--- src/rtl/sd_pkg.sv ---
// Shared SD-bus constants and the response-receiver state encoding.
package sd_pkg;

  localparam int          SD_RESP_LEN  = 48;
  localparam logic [6:0]  SD_CRC7_POLY = 7'h09;
  localparam int          SD_NCR_MAX   = 64;

  typedef enum logic [1:0] {
    RX_IDLE  = 2'd0,
    RX_WAIT  = 2'd1,
    RX_SHIFT = 2'd2,
    RX_DONE  = 2'd3
  } sd_rx_state_t;

endpackage

--- src/rtl/crc7_serial.sv ---
// Bit-serial CRC7 (x^7 + x^3 + 1), MSB-first, zero initial value.
module crc7_serial
  import sd_pkg::*;
(
  input  logic       clk,
  input  logic       rst,
  input  logic       clr,
  input  logic       en,
  input  logic       bit_i,
  output logic [6:0] crc_o
);

  logic fb;
  assign fb = bit_i ^ crc_o[6];

  always_ff @(posedge clk or posedge rst) begin
    if (rst) begin
      crc_o <= '0;
    end else if (clr) begin
      crc_o <= '0;
    end else if (en) begin
      crc_o <= {crc_o[5:0], 1'b0} ^ (fb ? SD_CRC7_POLY : 7'h00);
    end
  end

endmodule

--- src/rtl/sd_resp_rx.sv ---
// SD 48-bit command-response receiver: start-bit hunt, deserialise, on-the-fly CRC7.
//   state    | meaning
//   RX_IDLE  | waiting for start_i; results held
//   RX_WAIT  | hunting for the start bit, NCR timeout running
//   RX_SHIFT | shifting in bits 46..0
//   RX_DONE  | one-cycle result/done_o window
module sd_resp_rx
  import sd_pkg::*;
#(
  parameter int NCR_MAX = SD_NCR_MAX
) (
  input  logic        clk_i,
  input  logic        rst_i,
  input  logic        smp_en_i,
  input  logic        cmd_i,
  input  logic        start_i,
  input  logic        crc_chk_i,
  output logic        busy_o,
  output logic        done_o,
  output logic [5:0]  index_o,
  output logic [31:0] arg_o,
  output logic        crc_err_o,
  output logic        frame_err_o,
  output logic        timeout_o
);

  localparam int         TW       = $clog2(NCR_MAX + 1);
  localparam logic [5:0] LAST_BIT = 6'(SD_RESP_LEN - 1);
  localparam logic [5:0] CRC_LAST = 6'(SD_RESP_LEN - 9);

  sd_rx_state_t   state;
  logic [45:0]    shreg;
  logic [5:0]     bit_cnt;
  logic [TW-1:0]  tmo_cnt;
  logic           crc_chk_l;
  logic           crc_clr;
  logic           crc_en;
  logic [6:0]     crc_calc;
  logic [46:0]    frame;

  // The end bit is never stored: it is taken straight from cmd_i on the last strobe.
  assign frame   = {shreg, cmd_i};
  assign crc_clr = (state == RX_IDLE) && start_i;
  assign crc_en  = smp_en_i && (((state == RX_WAIT) && !cmd_i) ||
                                ((state == RX_SHIFT) && (bit_cnt <= CRC_LAST)));

  crc7_serial u_crc (
    .clk   (clk_i),
    .rst   (rst_i),
    .clr   (crc_clr),
    .en    (crc_en),
    .bit_i (cmd_i),
    .crc_o (crc_calc)
  );

  always_ff @(posedge clk_i or posedge rst_i) begin
    if (rst_i) begin
      state       <= RX_IDLE;
      shreg       <= '0;
      bit_cnt     <= '0;
      tmo_cnt     <= '0;
      crc_chk_l   <= 1'b0;
      busy_o      <= 1'b0;
      done_o      <= 1'b0;
      index_o     <= '0;
      arg_o       <= '0;
      crc_err_o   <= 1'b0;
      frame_err_o <= 1'b0;
      timeout_o   <= 1'b0;
    end else begin
      case (state)
        RX_IDLE: begin
          if (start_i) begin
            busy_o      <= 1'b1;
            index_o     <= '0;
            arg_o       <= '0;
            crc_err_o   <= 1'b0;
            frame_err_o <= 1'b0;
            timeout_o   <= 1'b0;
            crc_chk_l   <= crc_chk_i;
            tmo_cnt     <= TW'(NCR_MAX - 1);
            bit_cnt     <= '0;
            state       <= RX_WAIT;
          end
        end
        RX_WAIT: begin
          if (smp_en_i) begin
            if (!cmd_i) begin
              bit_cnt <= 6'd1;
              state   <= RX_SHIFT;
            end else if (tmo_cnt == '0) begin
              timeout_o <= 1'b1;
              done_o    <= 1'b1;
              state     <= RX_DONE;
            end else begin
              tmo_cnt <= tmo_cnt - 1'b1;
            end
          end
        end
        RX_SHIFT: begin
          if (smp_en_i) begin
            shreg   <= {shreg[44:0], cmd_i};
            bit_cnt <= bit_cnt + 6'd1;
            if (bit_cnt == LAST_BIT) begin
              index_o     <= frame[45:40];
              arg_o       <= frame[39:8];
              crc_err_o   <= crc_chk_l && (frame[7:1] != crc_calc);
              frame_err_o <= frame[46] || !frame[0];
              done_o      <= 1'b1;
              state       <= RX_DONE;
            end
          end
        end
        RX_DONE: begin
          done_o <= 1'b0;
          busy_o <= 1'b0;
          state  <= RX_IDLE;
        end
        default: state <= RX_IDLE;
      endcase
    end
  end

endmodule

--- config.mk ---
export PLATFORM = sky130hd
export DESIGN_NAME = sd_resp_rx
export DESIGN_NICKNAME = d
export VERILOG_FILES = /design/src/rtl/sd_pkg.sv /design/src/rtl/crc7_serial.sv /design/src/rtl/sd_resp_rx.sv
export SDC_FILE = /design/constraint.sdc
export NUM_CORES = 1
export LEC_CHECK = 0
export ABC_AREA = 1
export BUFFER_PORTS_ARGS = -buffer_cell sky130_fd_sc_hd__buf_2
export CORE_UTILIZATION = 52
export DETAILED_ROUTE_END_ITERATION = 8
export PLACE_DENSITY = 0.83
export SYNTH_ARGS = -nofsm -noshare
export SYNTH_HDL_FRONTEND = slang
export SYNTH_HIERARCHICAL = 1
export SYNTH_SLANG_ARGS = --single-unit
--- constraint.sdc ---
create_clock -name clk_i -period 3 [get_ports clk_i]
set_input_delay 0.3 -clock clk_i [delete_from_list [all_inputs] [get_ports clk_i]]
set_output_delay 0.3 -clock clk_i [all_outputs]
set_load 0.01 [all_outputs]
==> results of run 1 <==
where the power goes:
part | switching, mW | total (mW) | internal (mW)
clock | 0.574 | 0.916 | 0.342
combinational | 1.19 | 1.82 | 0.633
sequential | 0.255 | 2.10 | 1.84
total | 2.02 | 4.83 | 2.82
state kept, by name (all words and copies together) (netlist names):
register     count
busy_o           1
u_crc/crc_o      7
shreg           46
crc_chk_l        1
index_o          6
timeout_o        1
frame_err_o      1
crc_err_o        1
state            2
bit_cnt          6
arg_o           32
done_o           1
tmo_cnt          7
synth_stat cells:
cell type                  count
sky130_fd_sc_hd__nand2_1     155
sky130_fd_sc_hd__dfrtp_1     112
sky130_fd_sc_hd__o21ai_1      43
sky130_fd_sc_hd__mux2_2       36
sky130_fd_sc_hd__inv_1        35
sky130_fd_sc_hd__nand3_1      28
sky130_fd_sc_hd__nor2_1       20
sky130_fd_sc_hd__o21ai_0      14
sky130_fd_sc_hd__a21oi_1      10
sky130_fd_sc_hd__buf_2         9
sky130_fd_sc_hd__ha_1          8
sky130_fd_sc_hd__xnor2_1       6
sky130_fd_sc_hd__buf_4         5
sky130_fd_sc_hd__clkbuf_1      5
sky130_fd_sc_hd__inv_2         5
sky130_fd_sc_hd__nand4_1       5
sky130_fd_sc_hd__nand2_2       4
sky130_fd_sc_hd__xor2_1        4
sky130_fd_sc_hd__o22ai_1       3
sky130_fd_sc_hd__nor2_4        2
sky130_fd_sc_hd__nor3_4        2
sky130_fd_sc_hd__buf_6         1
sky130_fd_sc_hd__nand3_2       1
sky130_fd_sc_hd__nand3b_1      1
sky130_fd_sc_hd__nor2_2        1
sky130_fd_sc_hd__o21ai_4       1
critical path: stages (launching register included):
cell                      delay (ns)
sky130_fd_sc_hd__dfrtp_1        0.44
sky130_fd_sc_hd__inv_1          0.14
sky130_fd_sc_hd__ha_1           0.28
sky130_fd_sc_hd__buf_4          0.43
sky130_fd_sc_hd__o21ai_4        0.14
sky130_fd_sc_hd__nand2_2        0.11
sky130_fd_sc_hd__buf_12         0.28
sky130_fd_sc_hd__nand2_1        0.10
sky130_fd_sc_hd__o21ai_1        0.10
final cells by class:
cell class,count,area (um^2)
sequential,112,2800
timing repair buffer,53,305
inverter,40,154
tap,129,161
fill,773,3700
multi-input combinational,344,1900
clock buffer,9,124
clock inverter,7,93.8
metal layers:
layer	up-vias	GRT usage, %	wire length, um
met3	13	4.50	249
met2	66	34.9	4640
met5	-	0	0
met4	0	5.43	104
li1	1766	-	-
met1	1727	24.7	4160
cell families after synthesis:
kind of cell               count (synthesis)  synth area share, %
AOI/OAI and AO/OA                         71                 7.47
DFF                                      112                 56.5
and+or+nand+nor                          219                 18.8
muxes                                     36                 8.17
xor gates and xnor gates                  10                 1.77
buffers and inverters                     60                 5.30
adders and majority gates                  8                 2.02
worst paths after layout:
check	end	slack, ns	depth (start not counted)
min reg2reg	done_o	0.49	2
max in group asynchronous	bit_cnt[2]	1.96	4
max reg2reg	arg_o[15]	0.87	8
max	arg_o[15]	0.87	8
min	crc_chk_l	0.14	3
min in group asynchronous	u_crc/crc_o[4]	0.40	3
==> metrics.yaml, run 1 <==
run_status:
  run_status: "complete, no violations"
cts:
  cts_setup_buffers: 0
  numCtsBuffers: 9
  cts.sinks: 112
  ctsHoldBuffers: 1
  cts_max_level: 3
  clk_root_buffer_cell: "sky130_fd_sc_hd__clkbuf_8"
  cts.clk_slew.worst_paths_ns: 0.11
  cts-root-to-sink-buffers: 2
  post_cts.resized_instances: 0
  tritoncts_clock_tree: "done"
  clock_insertion_delay_worst_skew_ns: 0.38
grt:
  grt_antenna_before_repair: 0
  grt.overflow.total: 0
  grt_start_max_net_pins: 106
  grt_pass1_vias: 3511
  tot_gr_track_use_pct: 19.9
  grt_first_pass_wirelength_um: 15700
synthesis:
  ys_seq_elements: 112
  postSynthAreaPerCell_um2: 9.61
  post_synth_num_cell_types: 26
  synth_area_leader_cell: "sky130_fd_sc_hd__dfrtp_1"
  synth_sequential_area_ratio_pct: 56.5
  area_of_the_mapped_netlist_mm2: 0.00496
  synth.top_cell.area_share_pct: 56.5
  postSynthCellCount: 516
  synth_top_cells_by_area: "sky130_fd_sc_hd__dfrtp_1, sky130_fd_sc_hd__nand2_1, sky130_fd_sc_hd__mux2_2, sky130_fd_sc_hd__o21ai_1, sky130_fd_sc_hd__nand3_1"
  ys.warnings.count: 6
  mappedNetlistNets: 530
timing:
  timing.final.ws_setup_ns: 0.871
  finalCriticalPeriod_ns: 2.13
  timing.final.hold_violations: 0
  highest_clock_rate_mhz: 470
  slew_viol_final: 0
  holdWs_ns: 0.137
  timing.final.crit_share_pct: 71.0
  setup-violations-final: 0
  grt_setup_unrepaired: "false"
  max_slew_margin_pct: 59.6
  skew_ns: 0.0219
  totalNegativeSetupSlack_ns: 0
  worst_pin_slew_ns: 0.606
final_layout:
  syn_to_final_growth_pct: 11.7
  layout_commonest_cell: "sky130_fd_sc_hd__nand2_1"
  leading_cell_types_in_the_layout_fill_and_taps_excluded: "sky130_fd_sc_hd__nand2_1, sky130_fd_sc_hd__dfrtp_1, sky130_fd_sc_hd__buf_2, sky130_fd_sc_hd__o21ai_1, sky130_fd_sc_hd__mux2_2"
  final-instance-count-excl-fill: 694
  final_core_util_pct: 59.9
  insertedDiodeCount: 0
  drive_gt1_share_pct: 21.6
  final_area_mm2: 0.00554
  fin_nets: 574
critical_path:
  critical_path_arrival_ns: 2.42
  worst_setup_path_start_kind: "flip-flop"
  worst_r2r_startpoint: "state[0]"
  worst_setup_path_end_kind: "flip-flop"
  crit_path_start: "state[0]"
  setup_cp_type: "reg -> reg"
  critical_path_required_ns: 3.29
  largest_fanout_on_the_critical_path: 80
placement:
  pre_cts_ws_ns: 0.905
  place.port_buffers: 48
  place.detailed.hpwl_um: 6150
  placed_area_mm2: 0.00531
  globalplace.congestion: 0.838
  placed_cells: 677
route:
  avgViaCountPerCell: 5.15
  vias: 3572
  route.detailed.wl_per_inst_um: 13.2
  routed_wl_um: 9160
  drc: 0
  drt_pass1_iterations: 4
  dr.first_iter.drc_count: 246
  detail-route-antenna-nets: 0
die:
  boundaryPins: 49
  dieHeight_um: 99.7
  die_area_mm2: 0.00994
  fp.coreArea_mm2: 0.00924
  starting_utilization_of_the_core_area_pct: 53.7
  rows: 35
  die_width_um: 99.7
job:
  timing.max_cap.violations: 0
pwr:
  post-layout-total-power_mw: 4.83
  cellLeakagePower_nw: 2.81
  powerDensity_mw_per_mm2: 873
  vdd_ir_drop_max_mv: 0.629
hold_path:
  worst_hold_path_type: "in -> reg"
  hold_start: "crc_chk_i"
Power figures use the tool's default switching activity.
==> run 2, diff against run 1 <==
--- a/config.mk
+++ b/config.mk
@@ -5,11 +5,11 @@
 export SDC_FILE = /design/constraint.sdc
 export NUM_CORES = 1
 export LEC_CHECK = 0
-export ABC_AREA = 1
+export ABC_AREA = 0
 export BUFFER_PORTS_ARGS = -buffer_cell sky130_fd_sc_hd__buf_2
 export CORE_UTILIZATION = 52
 export DETAILED_ROUTE_END_ITERATION = 8
-export PLACE_DENSITY = 0.83
+export PLACE_DENSITY = 0.8
 export SYNTH_ARGS = -nofsm -noshare
 export SYNTH_HDL_FRONTEND = slang
 export SYNTH_HIERARCHICAL = 1
==> constraint.sdc (replaced) <==
create_clock -name clk_i -period 2.23 [get_ports clk_i]
set_input_delay 0.223 -clock clk_i [delete_from_list [all_inputs] [get_ports clk_i]]
set_output_delay 0.223 -clock clk_i [all_outputs]
set_load 0.01 [all_outputs]
==> run 2 against run 1 <==
Compared with the run above: non-clock buffer count up 4; clock power rose by 44%; cell area is 2.5% higher; sequential share of layout area shrank 1.2 points; first-iteration DRC count decreased by 52%; sequential power is 24% higher; sequential cell count is the same; wire length is 1.4% lower; fmax grew 3.3%; critical endpoint is now frame_err_o; highest routed layer unchanged.
==> metrics.yaml, run 2 <==
grt:
  grt_first_pass_wirelength_um: 15400
  grt_start_max_net_pins: 106
  grt_antenna_before_repair: 0
  tot_gr_track_use_pct: 19.6
  grt_pass1_vias: 3222
  grt.overflow.total: 0
final_layout:
  largest_reg_flops: 46
  insertedDiodeCount: 0
  leading_cell_types_in_the_layout_fill_and_taps_excluded: "sky130_fd_sc_hd__dfrtp_1, sky130_fd_sc_hd__nand2_1, sky130_fd_sc_hd__mux2_2, sky130_fd_sc_hd__inv_1, sky130_fd_sc_hd__buf_2"
  reg.largest.list: "shreg: 46 flops, arg_o: 32 flops"
  max_flop_register: "shreg"
  layout_commonest_cell: "sky130_fd_sc_hd__dfrtp_1"
  fillerInstances: 774
  drive_gt1_share_pct: 25.9
  fin_nets: 504
  syn_to_final_growth_pct: 12.6
  final_area_mm2: 0.00568
  final_core_util_pct: 60.9
  final-instance-count-excl-fill: 624
pwr:
  vdd_ir_drop_max_mv: 0.433
  p_seq_share_pct: 44.7
  p_int_mw: 3.74
  p_sw_mw: 2.08
  post-layout-total-power_mw: 5.82
  p_sw_share_pct: 35.8
  p_comb_share_pct: 32.7
  clock_power_share_pct: 22.6
  cellLeakagePower_nw: 2.70
  powerDensity_mw_per_mm2: 1020
cts:
  cts.clk_slew.worst_paths_ns: 0.12
  clock_insertion_delay_worst_skew_ns: 0.38
  numCtsBuffers: 9
  clk_root_buffer_cell: "sky130_fd_sc_hd__clkbuf_8"
  cts-root-to-sink-buffers: 2
  cts_max_level: 3
  cts.sinks: 112
  tritoncts_clock_tree: "done"
critical_path:
  largest_fanout_on_the_critical_path: 19
  setup_cp_type: "reg -> reg"
  critical_path_required_ns: 2.51
  worst_setup_path_end_kind: "flip-flop"
  critical_path_arrival_ns: 2.34
  worst_setup_path_start_kind: "flip-flop"
timing:
  timing.final.ws_setup_ns: 0.169
  highest_clock_rate_mhz: 485
  holdWs_ns: 0.0642
  setup-violations-final: 0
  max_slew_margin_pct: 61.2
  timing.final.crit_share_pct: 92.4
  worst_pin_slew_ns: 0.582
  skew_ns: 0.0156
  timing.final.hold_violations: 0
  slew_viol_final: 0
  finalCriticalPeriod_ns: 2.06
  grt_setup_unrepaired: "false"
  totalNegativeSetupSlack_ns: 0
placement:
  placed_area_mm2: 0.00544
  pre_cts_ws_ns: 0.118
  globalplace.congestion: 0.855
  placed_cells: 607
  place.detailed.hpwl_um: 6140
  place.port_buffers: 48
synthesis:
  area_of_the_mapped_netlist_mm2: 0.00504
  ys.warnings.count: 6
  ys_seq_elements: 112
  synth_area_leader_cell: "sky130_fd_sc_hd__dfrtp_1"
  synth-compound-area-share_pct: 5.58
  mappedNetlistNets: 454
  synth.top_cell.area_share_pct: 55.6
  synth_top_family_by_area: "multiplexers"
  synthArstFlopShare_pct: 100
  count_leader_synth: "sky130_fd_sc_hd__dfrtp_1"
  postSynthAreaPerCell_um2: 11.5
  synth_top_cells_by_area: "sky130_fd_sc_hd__dfrtp_1, sky130_fd_sc_hd__mux2_2, sky130_fd_sc_hd__mux2i_1, sky130_fd_sc_hd__nand2_1, sky130_fd_sc_hd__inv_1"
  post_synth_and_or_nand_nor_area_fraction_pct: 10.0
  synth-edff-count: 0
  postSynthCellCount: 440
  synth-adder-area-share_pct: 1.98
  postSynth.topFlopCell: "sky130_fd_sc_hd__dfrtp_1"
  synth_xor_area_share_pct: 1.39
  post_synth_num_cell_types: 44
  synthTopCellsByCount: "sky130_fd_sc_hd__dfrtp_1, sky130_fd_sc_hd__nand2_1, sky130_fd_sc_hd__inv_1, sky130_fd_sc_hd__mux2_2, sky130_fd_sc_hd__mux2i_1"
  synth.mux.area_fraction_pct: 19.9
  synth_sequential_area_ratio_pct: 55.6
route:
  drc: 0
  drt_pass1_iterations: 4
  routed_wl_um: 9030
  detail-route-antenna-nets: 0
  vias: 3256
  avgViaCountPerCell: 5.22
  route.detailed.wl_per_inst_um: 14.5
  dr.first_iter.drc_count: 117
run_status:
  run_status: "complete, no violations"
die:
  starting_utilization_of_the_core_area_pct: 54.1
  rows: 35
  fp.coreArea_mm2: 0.00933
  boundaryPins: 49
  dieHeight_um: 100
  die_area_mm2: 0.0101
  die_width_um: 100
job:
  timing.max_cap.violations: 0
hold_path:
  worst_hold_path_type: "in -> reg"
-- run 2: area by class of cell --
| cell class | instances | area [um^2] | area share [%] |
|---|---|---|---|
| Multi-Input combinational cell | 261 | 1960 | 34.6 |
| Inverter | 49 | 188 | 3.30 |
| Clock buffer | 10 | 138 | 2.42 |
| Tap cell | 129 | 161 | 2.84 |
| Sequential cell | 112 | 2800 | 49.4 |
| Timing Repair Buffer | 57 | 339 | 5.97 |
| Clock inverter | 6 | 86.3 | 1.52 |
-- run 2: power by group through the flow --
stage	Combinational (mW)	Clock (mW)	Sequential, mW
finish	1.90	1.32	2.60
CTS	1.93	1.35	2.60
global placement	1.84	0	2.62
floorplan	1.43	0	2.61
global route	2.12	1.42	2.65
detailed placement	1.91	0	2.64
-- run 2: worst max-delay path, stage by stage (launching register included) --
cell	delay (ns)
sky130_fd_sc_hd__dfrtp_1	0.43
sky130_fd_sc_hd__ha_1	0.23
sky130_fd_sc_hd__and3_1	0.21
sky130_fd_sc_hd__nand3b_1	0.18
sky130_fd_sc_hd__o31ai_4	0.35
sky130_fd_sc_hd__buf_12	0.22
sky130_fd_sc_hd__mux2_1	0.33
-- run 2: kinds of logic (layout without fill, tap and decap cells) --
logic type,count (synthesis),count (layout)
adders and majority gates,8,8
muxes,94,94
and+or+nand+nor,108,108
AOI/OAI and AO/OA,43,43
xor gates and xnor gates,8,8
DFF,112,112
buffers and inverters,67,122
-- run 2: repair_timing --
| item | CTS | global route |
|---|---|---|
| setup buffers | 0 | 0 |
| hold endpoints to repair | 7 | 0 |
| hold buffers | 1 | 0 |
| endpoints found under the setup margin | 0 | 9 |
| resized for setup | 0 | 1 |
-- run 2: worst paths after layout --
path	slack (ns)	start	cells after the start	to
max	0.17	bit_cnt[0]	6	frame_err_o
min	0.06	crc_chk_i	2	crc_chk_l
max reg2reg	0.17	bit_cnt[0]	6	frame_err_o
min reg2reg	0.50	frame_err_o	1	frame_err_o
max in group asynchronous	1.24	rst_i	4	busy_o
min in group asynchronous	0.34	rst_i	3	u_crc/crc_o[5]
-- run 2: metal layers --
metal | track usage [%] | part of all wire (%) | vias up
met5 | 0 | 0 | -
met4 | 7.13 | 1.7 | 0
met3 | 4.02 | 2.8 | 13
met2 | 32.8 | 50 | 45
met1 | 25.3 | 45 | 1621
li1 | - | - | 1577
==> run 3, diff against run 2 <==
--- a/config.mk
+++ b/config.mk
@@ -10,6 +10,7 @@
 export CORE_UTILIZATION = 52
 export DETAILED_ROUTE_END_ITERATION = 8
 export PLACE_DENSITY = 0.8
+export SETUP_SLACK_MARGIN = 0.2
 export SYNTH_ARGS = -nofsm -noshare
 export SYNTH_HDL_FRONTEND = slang
 export SYNTH_HIERARCHICAL = 1
==> run 3 against run 2 <==
Compared with the run above: clock skew decreased by 0.00054 ns; clock power about the same; sequential power about the same; wire length increased by 2.5%; first-iteration DRC count increased by 1.7%; hold slack improved by 0.0038 ns; utilization increased by 1.4 points; critical path depth unchanged; fmax increased by 7.1%; cell area increased by 2.4%; setup slack improved by 0.14 ns; sequential cell count unchanged; critical path type unchanged; largest cell class unchanged; largest power group unchanged.
==> metrics.yaml, run 3 (same netlist as run 2, synthesis figures left out) <==
timing:
  totalNegativeSetupSlack_ns: 0
  max_slew_margin_pct: 61.7
  skew_ns: 0.0150
  grt_setup_unrepaired: "false"
  timing.final.crit_share_pct: 86.3
  finalCriticalPeriod_ns: 1.92
  highest_clock_rate_mhz: 520
  worst_pin_slew_ns: 0.575
  holdWs_ns: 0.0680
  slew_viol_final: 0
  setup-violations-final: 0
  timing.final.hold_violations: 0
critical_path:
  critical_path_arrival_ns: 2.21
  slowest_stage: "sky130_fd_sc_hd__dfrtp_1"
  path_cells: "ha_2 -> and3_1 -> nand3b_1 -> o31ai_4 -> buf_12 -> mux2_1"
  critical_path.max_stage_delay_ns: 0.39
  worst_setup_path_start_kind: "flip-flop"
  largest_fanout_on_the_critical_path: 6
  worst_setup_path_end_kind: "flip-flop"
  critical_path_required_ns: 2.51
  worst_path_dominant_cell_family: "flip-flops"
  setup_cp_type: "reg -> reg"
  crit_buf_inv: 1
job:
  timing.max_cap.violations: 0
die:
  fp.coreArea_mm2: 0.00933
  dieHeight_um: 100
  starting_utilization_of_the_core_area_pct: 54.1
  boundaryPins: 49
  die_width_um: 100
  rows: 35
  die_area_mm2: 0.0101
final_layout:
  insertedDiodeCount: 0
  drive_gt1_share_pct: 27.9
  largest_reg_flops: 46
  final-instance-count-excl-fill: 631
  layout_commonest_cell: "sky130_fd_sc_hd__dfrtp_1"
  final_core_util_pct: 62.3
  fillerInstances: 753
  syn_to_final_growth_pct: 15.3
  leading_cell_types_in_the_layout_fill_and_taps_excluded: "sky130_fd_sc_hd__dfrtp_1, sky130_fd_sc_hd__nand2_1, sky130_fd_sc_hd__mux2_2, sky130_fd_sc_hd__inv_1, sky130_fd_sc_hd__buf_2"
  reg.largest.list: "shreg: 46 flops, arg_o: 32 flops"
  max_flop_register: "shreg"
  final_area_mm2: 0.00581
  fin_nets: 511
route:
  avgViaCountPerCell: 5.25
  drt_pass1_iterations: 4
  detail-route-antenna-nets: 0
  drc: 0
  vias: 3315
  routed_wl_um: 9250
  route.detailed.wl_per_inst_um: 14.7
  dr.first_iter.drc_count: 119
cts:
  numCtsBuffers: 9
  cts_max_level: 3
  clock_insertion_delay_worst_skew_ns: 0.38
  cts.clk_slew.worst_paths_ns: 0.12
  cts.sinks: 112
  cts-root-to-sink-buffers: 2
  tritoncts_clock_tree: "done"
  clk_root_buffer_cell: "sky130_fd_sc_hd__clkbuf_8"
placement:
  place.port_buffers: 48
  place.detailed.hpwl_um: 6140
  placed_cells: 607
  placed_area_mm2: 0.00544
  globalplace.congestion: 0.855
pwr:
  cellLeakagePower_nw: 2.77
  powerDensity_mw_per_mm2: 1030
  vdd_ir_drop_max_mv: 0.519
grt:
  grt.overflow.total: 0
  grt_start_max_net_pins: 106
  tot_gr_track_use_pct: 19.8
  grt_first_pass_wirelength_um: 15600
  grt_pass1_vias: 3281
  grt_antenna_before_repair: 0
hold_path:
  worst_hold_path_type: "in -> reg"
run_status:
  run_status: "complete, no violations"
## run 3: metal layers
metal / share of wire, % / vias up / routed length [um] / track usage, %
met4: 1.7 / 0 / 155 / 7.25
met3: 3.0 / 13 / 279 / 3.95
met1: 44 / 1667 / 4110 / 25.7
li1: - / 1581 / - / -
met5: 0 / - / 0 / 0
met2: 51 / 54 / 4700 / 33.1
## run 3: repair_timing
action                                 in CTS  in global routing
setup endpoints to repair                  22                 53
pin swaps                                   1                  1
gates resized for setup                     3                  8
buffers inserted                            6                  1
endpoints found under the hold margin       7                  0
hold buffers                                1                  0
## run 3: worst paths after layout
check | to | depth (start not counted) | slack (ns) | start
max in group asynchronous | shreg[28] | 4 | 1.26 | rst_i
hold reg to reg | frame_err_o | 1 | 0.50 | frame_err_o
setup reg to reg | frame_err_o | 6 | 0.31 | bit_cnt[1]
min in group asynchronous | u_crc/crc_o[5] | 3 | 0.34 | rst_i
setup / recovery | frame_err_o | 6 | 0.31 | bit_cnt[1]
hold / removal | crc_chk_l | 2 | 0.07 | crc_chk_i
## run 3: worst reg2reg max path, delay by kind of cell (launching register included)
kind / cells / cell delay [ns]
flip-flops: 1 / 0.39
AND/OR/NAND/NOR: 2 / 0.35
buffers and inverters: 1 / 0.18
AO/OA/AOI/OAI: 1 / 0.36
multiplexers: 1 / 0.31
adder cells (fa/ha/maj): 1 / 0.22
## run 3: cell type report
cell class	instances	area (um^2)	share of cell area, %
clock buffer	10	138	2.37
clock inverter	6	86.3	1.49
inverter	49	188	3.23
multi-input combinational	261	1990	34.3
sequential	112	2800	48.2
tap	129	161	2.78
timing repair buffer	64	445	7.66
## run 3: power breakdown
| group | internal (mW) | switching [mW] | leakage, nW |
|---|---|---|---|
| logic | 0.941 | 1.13 | 1.15 |
| clock network | 0.580 | 0.742 | 0.113 |
| registers | 2.34 | 0.262 | 1.50 |
## run 3: stage by stage
stage | power (mW) | worst slack [ns]
6_report | 5.99 | 0.306
5_1_grt | 6.35 | 0.192
4_1_cts | 5.99 | 0.231
3_5_place_dp | 4.55 | 0.118
3_3_place_gp | 4.46 | 0.224
2_1_floorplan | 4.04 | 0.362
